--- config.mk ---
export PLATFORM = sky130hd
export DESIGN_NAME = sound_frame_seq
export DESIGN_NICKNAME = d
export VERILOG_FILES = /design/src/rtl/sound_frame_seq.sv
export SDC_FILE = /design/constraint.sdc
export NUM_CORES = 1
export LEC_CHECK = 0
export ABC_CLOCK_PERIOD_IN_PS = 3400
export CAP_MARGIN = 20
export CORE_MARGIN = 2
export CORE_UTILIZATION = 35
export DETAILED_ROUTE_END_ITERATION = 6
export GPL_TIMING_DRIVEN = 1
export MAX_ROUTING_LAYER = met4
export PLACE_DENSITY = 0.53
export REMOVE_ABC_BUFFERS = 1
export SKIP_LAST_GASP = 1
export SLEW_MARGIN = 20
export SYNTH_ARGS = -nofsm -noshare
export SYNTH_HDL_FRONTEND = slang
export SYNTH_SLANG_ARGS = --single-unit
--- constraint.sdc ---
create_clock -name clk -period 3.4 [get_ports clk]
set_input_delay 0.68 -clock clk [delete_from_list [all_inputs] [get_ports clk]]
set_output_delay 0.68 -clock clk [all_outputs]
set_load 0.01 [all_outputs]
--- src/rtl/sound_frame_seq.sv ---
// sound_frame_seq: APU timing/trigger controller - base-frequency strobe, 512 Hz frame sequencer, channel start pulses
// Ports:
//   clk            CPU clock (4194304 Hz)
//   rst            synchronous active-high reset
//   apu_en         NR52 bit 7; low holds everything cleared and ignores triggers
//   trig_wr        per-channel NRx4 trigger strobe
//   div_bit        DIV bit 12, frame-sequencer source only when FS_EXT_DIV_EN is defined
//   freq_div_tick  one-cycle pulse every FREQ_DIV clocks
//   length_tick    256 Hz one-cycle tick
//   sweep_tick     128 Hz one-cycle tick
//   env_tick       64 Hz one-cycle tick
//   step           current frame-sequencer step 0-7
//   start          per-channel start level, START_HOLD clocks per trigger
// Optional macro FS_EXT_DIV_EN: step advances on falling edges of div_bit instead of the internal prescaler.
module sound_frame_seq #(
  parameter int FS_DIV = 8192,
  parameter int FREQ_DIV = 4,
  parameter int START_HOLD = 4,
  parameter int NUM_CH = 4
) (
  input  logic              clk,
  input  logic              rst,
  input  logic              apu_en,
  input  logic [NUM_CH-1:0] trig_wr,
  input  logic              div_bit,
  output logic              freq_div_tick,
  output logic              length_tick,
  output logic              sweep_tick,
  output logic              env_tick,
  output logic [2:0]        step,
  output logic [NUM_CH-1:0] start
);
  localparam int FW = $clog2(FREQ_DIV);
  localparam int HW = $clog2(START_HOLD + 1);
  localparam logic [FW-1:0] F_MAX = FW'(FREQ_DIV - 1);
  localparam logic [HW-1:0] H_LOAD = HW'(START_HOLD);
  logic adv;
  logic [FW-1:0] fcnt;
  logic [2:0] nstep;
  logic [HW-1:0] hold [NUM_CH];
  assign nstep = step + 3'd1;
  always_ff @(posedge clk)
    if (rst || !apu_en) begin
      fcnt <= '0;
      freq_div_tick <= 1'b0;
    end else begin
      fcnt <= (fcnt == F_MAX) ? '0 : fcnt + 1'b1;
      freq_div_tick <= (fcnt == F_MAX);
    end
`ifdef FS_EXT_DIV_EN
  logic div_q, div_d;
  always_ff @(posedge clk)
    if (rst || !apu_en) begin
      div_q <= 1'b0;
      div_d <= 1'b0;
    end else begin
      div_q <= div_bit;
      div_d <= div_q;
    end
  // falling edge of the registered DIV bit
  assign adv = div_d & ~div_q;
`else
  localparam int PW = $clog2(FS_DIV);
  localparam logic [PW-1:0] P_MAX = PW'(FS_DIV - 1);
  logic [PW-1:0] presc;
  logic unused_div_bit;
  assign unused_div_bit = div_bit;
  always_ff @(posedge clk)
    if (rst || !apu_en) presc <= '0;
    else presc <= (presc == P_MAX) ? '0 : presc + 1'b1;
  assign adv = (presc == P_MAX);
`endif
  // ticks are decoded from the step being entered so they land together with the new step value
  always_ff @(posedge clk)
    if (rst || !apu_en) begin
      step <= 3'd0;
      length_tick <= 1'b0;
      sweep_tick <= 1'b0;
      env_tick <= 1'b0;
    end else begin
      if (adv) step <= nstep;
      length_tick <= adv & ~nstep[0];
      sweep_tick <= adv & (nstep[1:0] == 2'd2);
      env_tick <= adv & (nstep == 3'd7);
    end
  for (genvar i = 0; i < NUM_CH; i++) begin : g_ch
    always_ff @(posedge clk)
      if (rst || !apu_en) hold[i] <= '0;
      else if (trig_wr[i]) hold[i] <= H_LOAD;
      else if (hold[i] != '0) hold[i] <= hold[i] - 1'b1;
    assign start[i] = (hold[i] != '0);
  end
endmodule

==> out/qor.yml, run 1 <==
intPower_mw: 0.644
pwr-share-comb_pct: 10.9
yosysTopAreaCellShare_pct: 26.5
slew_headroom_pct: 30.0
clkPwrFrac_pct: 36.2
synth_compound_area_share_pct: 9.55
n_antenna_cell: 0
die_width_um: 73.0
swShare_pct: 23.1
drt_pass1_iterations: 6
finalHoldViolCount: 0
ys_seq_area_share_pct: 48.1
cts.sink_count: 34
dr.first_iter.drc_count: 40
via_count: 1264
grt_overflow: 0
core_area_um2: 4660
tns_ns: 0
port_buffers: 17
outcome: "completed"
dp_hpwl_mm: 2.20
period_share_pct: 66.7
start_util_pct: 35.7
fmax_ghz: 0.441
cts_setup_buffers: 0
syn_avg_cell_area_um2: 10.0
synthTopCellsByArea: "dfxtp_1 26%, edfxtp_1 22%, ha_1 9.8%"
antenna_found_initial: 0
synthSimpleGateAreaFrac_pct: 24.4
clock_latency_ns: 0.28
tightest_slew_ns: 1.04
die_area_um2: 5320
area_growth_pct: 19.0
total_power_mw: 0.837
post_drt_via_cell_ratio: 5.22
worstSetupPathType: "reg -> out"
htree_levels: 2
synth_area_um2: 1660
setup_slack_ns: 1.13
synth_top_family_by_area: "simple AND/OR/NAND/NOR gates"
setup_violations: 0
fin_crit_ns: 2.27
worstPathArrival_ns: 1.59
drive_gt1_share_pct: 7.98
yosysTopAreaCell: "dfxtp_1"
die_y_um: 73.0
cts_root_buf: "clkbuf_8"
ios: 19
layout.cells.non_filler: 242
switchingPower_mw: 0.194
synth_seq_cells: 34
clk_pin_slew_worst_paths_ns: 0.07
seqPwrFrac_pct: 52.9
n_fill_cell: 458
irDropWorstVdd_mv: 0.200
final_common_cell: "dfxtp_1"
cts_tree: "built"
grt_pass1_wl_mm: 4.91
maxCapViolCount: 0
routed_wl_mm: 2.96
yosys_warnings: 0
crit_path_max_fanout: 3
final_nets: 208
start_kind: "flip-flop"
grt.total_usage_pct: 12.5
most-common-layout-cells: "22 x dfxtp_1, 19 x nor2_1, 17 x clkdlybuf4s50_1"
numCtsBuffers: 5
crit_required_ns: 2.72
synthXorXnorAreaFrac_pct: 2.11
drv_slew: 0
syn_inst: 166
crit_path_end_kind: "output pin"
place_ws_ns: 0.976
cts.hold.buffers_added: 0
p_leak_nw: 0.731
grt_pass1_vias: 1179
synth-adder-area-share_pct: 9.77
gp_congestion: 0.735
synthMuxAreaShare_pct: 1.20
wl_per_cell_um: 12.2
ys_types: 36
rsz0062_at_grt: "no"
grt_max_degree: 14
cts_resized: 0
hold_class: "reg -> reg"
drc: 0
num_rows: 25
power.density_nw_per_um2: 423
place_inst: 234
ant_nets: 0
clockBufferDepth: 2
fin_worst_skew_ns: 0.00527
per-layer routing:
| layer | vias to the layer above | wire length [um] | part of all wire, % | GRT usage, % |
|---|---|---|---|---|
| met4 | 0 | 20 | 0.68 | 5.56 |
| met2 | 24 | 1560 | 53 | 21.7 |
| met5 | - | 0 | 0 | - |
| met1 | 608 | 1270 | 43 | 13.1 |
| met3 | 2 | 109 | 3.7 | 3.45 |
| li1 | 630 | - | - | - |
logic make-up (layout without fill, tap and decap cells):
logic type / after synthesis / in the layout
simple gates: 70 / 70
buf+inv: 19 / 41
mux: 2 / 2
fa+ha+maj: 13 / 13
xor+xnor: 4 / 4
compound gates: 24 / 24
flops: 34 / 34
stage by stage:
stage	hold WS [ns]	util [%]	area (um2)
3_5_place_dp	0.431	40.5	1890
5_1_grt	0.471	42.5	1980
6_report	0.445	42.5	1980
2_1_floorplan	0.408	-	1640
3_3_place_gp	0.416	40.5	1890
4_1_cts	0.442	42.5	1980
registers in the layout, indices dropped and copies added (netlist names):
signal         flops
env_tick           1
fcnt               2
freq_div_tick      1
hold              12
length_tick        1
presc             13
step               3
sweep_tick         1
power by group through the flow:
stage / sequential, mW / combinational (mW) / clock [mW]
2_1_floorplan: 0.450 / 0.0530 / 0
3_3_place_gp: 0.451 / 0.0871 / 0
3_5_place_dp: 0.452 / 0.0919 / 0
4_1_cts: 0.443 / 0.0926 / 0.316
5_1_grt: 0.445 / 0.102 / 0.328
6_report: 0.443 / 0.0912 / 0.303
worst max-delay path: stages (launching register included):
cell	delay, ns
edfxtp_1	0.36
inv_1	0.07
ha_1	0.21
nand2b_1	0.12
clkdlybuf4s50_1	0.55
layout make-up:
type	count	area (um2)	area share, %
Tap cell	54	67.6	3.41
Sequential cell	34	801	40.4
Clock buffer	6	82.6	4.17
Timing Repair Buffer	18	178	8.97
Multi-Input combinational cell	113	783	39.5
Clock inverter	2	12.5	0.632
Inverter	15	56.3	2.84
cells in the mapped netlist:
| library cell | number |
|---|---|
| nand2b_1 | 6 |
| buf_2 | 1 |
| a21oi_2 | 1 |
| o41ai_2 | 1 |
| mux2i_1 | 2 |
| nor2b_1 | 4 |
| o21ai_0 | 4 |
| or3_1 | 8 |
| a41oi_1 | 1 |
| or4_4 | 1 |
| nor4_2 | 1 |
| nand4_2 | 1 |
| dfxtp_1 | 22 |
| or4_1 | 2 |
| edfxtp_1 | 12 |
| nand3b_1 | 4 |
| nor3_1 | 1 |
| ha_1 | 13 |
| nand4_1 | 3 |
| and3_1 | 3 |
| buf_6 | 1 |
| nor3b_1 | 1 |
| xnor2_1 | 2 |
| nand2_1 | 6 |
| and4_1 | 3 |
| clkbuf_1 | 2 |
| nor2_1 | 19 |
| nor4_1 | 1 |
| and2_1 | 1 |
| a21oi_1 | 9 |
| nand3_2 | 1 |
| o31ai_1 | 4 |
| a211oi_1 | 4 |
| xor2_1 | 2 |
| nand3_1 | 4 |
| inv_1 | 15 |
worst paths after layout:
path                   start        to  slack [ns]  depth (start not counted)
setup / recovery  hold[1][0]  start[1]        1.13                          4
hold / removal       fcnt[0]   fcnt[0]        0.44                          1
setup reg to reg    presc[0]  presc[2]        1.34                          4
hold reg to reg      fcnt[0]   fcnt[0]        0.44                          1
Power figures use the tool's default switching activity.
==> run 2: changes to the inputs <==
ABC_CLOCK_PERIOD_IN_PS = 2200   (was 3400)
clock period = 2.2 ns   (was 3.4 ns; I/O delays follow)
==> run 2 against run 1 <==
Against the previous run: sequential cell count is the same; total power grew 49%; final cell count grew 0.41%; wire length grew 5.4%; hold slack lost 0.012 ns; global-route usage grew 1.1 points; critical endpoint is now start[3]; non-clock buffer count grew 2; clock skew is essentially flat; via count shrank 0.24%; sequential power grew 55%; register-to-register slack lost 0.80 ns; critical path depth is the same.
==> out/qor.yml, run 2 (synthesis gave the netlist of run 1 again) <==
outcome: "completed"
finalHoldViolCount: 0
via_count: 1261
fin_worst_skew_ns: 0.00530
power.density_nw_per_um2: 631
crit_chain: "inv_1 -> ha_1 -> nand2b_1 -> clkdlybuf4s50_1"
fmax_ghz: 0.492
numCtsBuffers: 5
setup_violations: 0
intPower_mw: 0.959
grt_pass1_vias: 1242
period_share_pct: 92.3
cts_setup_buffers: 0
ant_nets: 0
hold_class: "reg -> reg"
r2r_end: "env_tick"
grt_max_degree: 13
clockBufferDepth: 2
path_buf_inv: 2
port_buffers: 17
top_register: "presc"
start_kind: "flip-flop"
drc: 0
drv_slew: 0
place_ws_ns: 0.253
r2r_slack_ns: 0.54
drive_gt1_share_pct: 7.41
crit_end: "start[3]"
drt_pass1_iterations: 4
rsz0062_at_grt: "no"
start_util_pct: 35.7
final_nets: 210
n_antenna_cell: 0
most-common-layout-cells: "22 x dfxtp_1, 19 x nor2_1, 17 x clkdlybuf4s50_1"
worstSetupPathType: "reg -> out"
maxCapViolCount: 0
setup_slack_ns: 0.169
ios: 19
cpPeakStageDelay_ns: 0.55
area_growth_pct: 18.8
fin_crit_ns: 2.03
die_width_um: 73.0
seqPwrFrac_pct: 54.9
switchingPower_mw: 0.289
swShare_pct: 23.1
slew_headroom_pct: 66.6
largest_register_ffs: 13
final_common_cell: "dfxtp_1"
grt.total_usage_pct: 13.5
cts.sink_count: 34
grt_overflow: 0
cts.hold.buffers_added: 0
core_area_um2: 4660
post_drt_via_cell_ratio: 5.19
gp_congestion: 0.745
clock_latency_ns: 0.28
worstPathArrival_ns: 1.59
clkPwrFrac_pct: 33.4
r2r-start: "presc[0]"
cts_tree: "built"
die_area_um2: 5320
routed_wl_mm: 3.12
met2_usage_pct: 22.3
num_rows: 25
tns_ns: 0
antenna_found_initial: 0
p_leak_nw: 0.731
die_y_um: 73.0
pwr-share-comb_pct: 11.6
grt-busiest-layer: "met2"
cts_resized: 0
cp_slowest_cell: "clkdlybuf4s50_1"
wl_per_cell_um: 12.8
crit_path_end_kind: "output pin"
crit_path_max_fanout: 3
cp_top_family: "buffers and inverters"
crit_cells: 4
grtUsageMet1_pct: 15.5
grt_pass1_wl_mm: 5.42
crit_required_ns: 1.76
irDropWorstVdd_mv: 0.284
dr.first_iter.drc_count: 42
n_fill_cell: 443
grtUsageMet3_pct: 4.97
min-delay-start: "fcnt[0]"
top_regs: "presc (13), hold (12), step (3)"
tightest_slew_ns: 0.496
htree_levels: 2
cp-startpoint: "hold[3][0]"
dp_hpwl_mm: 2.34
cts_root_buf: "clkbuf_8"
clk_pin_slew_worst_paths_ns: 0.07
ff2ff_path_depth: 4
run 2: power groups by stage:
stage | registers [mW] | logic [mW] | clock network, mW
6_report | 0.686 | 0.145 | 0.417
3_3_place_gp | 0.698 | 0.137 | 0
4_1_cts | 0.686 | 0.147 | 0.436
2_1_floorplan | 0.696 | 0.0818 | 0
5_1_grt | 0.687 | 0.164 | 0.470
3_5_place_dp | 0.700 | 0.146 | 0
run 2: per-stage QoR:
step | instances | instance area (um2) | hold WS [ns] | power [mW] | utilization [%]
6_report | 243 | 1980 | 0.432 | 1.25 | 42.4
3_3_place_gp | 236 | 1900 | 0.417 | 0.835 | 40.8
3_5_place_dp | 236 | 1900 | 0.431 | 0.846 | 40.8
4_1_cts | 243 | 1980 | 0.440 | 1.27 | 42.4
2_1_floorplan | 162 | 1640 | 0.408 | 0.778 | -
5_1_grt | 243 | 1980 | 0.447 | 1.32 | 42.4
run 2: per-layer routing:
metal,part of all wire (%),vias up
met3,3.9,5
met2,51,24
met4,0.93,0
met5,0,-
met1,44,605
li1,-,627
run 2: worst register-to-register path: stages, from the launching register on:
cell and delay (ns):
dfxtp_1 0.38, ha_1 0.23, nand3_2 0.21, nor4_2 0.53
and4_1 0.25
run 2: how the worst min path moves through the flow:
stage,slack (ns),cells past startpoint,to
floorplan,0.41,1,fcnt[0]
global placement,0.42,1,fcnt[0]
detailed placement,0.43,1,fcnt[0]
CTS,0.44,1,fcnt[0]
global route,0.45,1,fcnt[0]
finish,0.43,1,fcnt[0]
run 2: layout make-up:
| type | instances | area [um2] | share of cell area, % |
|---|---|---|---|
| Clock inverter | 1 | 3.75 | 0.190 |
| Multi-Input combinational cell | 113 | 783 | 39.6 |
| Clock buffer | 6 | 72.6 | 3.67 |
| Inverter | 15 | 56.3 | 2.85 |
| Tap cell | 54 | 67.6 | 3.42 |
| Timing Repair Buffer | 20 | 193 | 9.75 |
| Sequential cell | 34 | 801 | 40.5 |
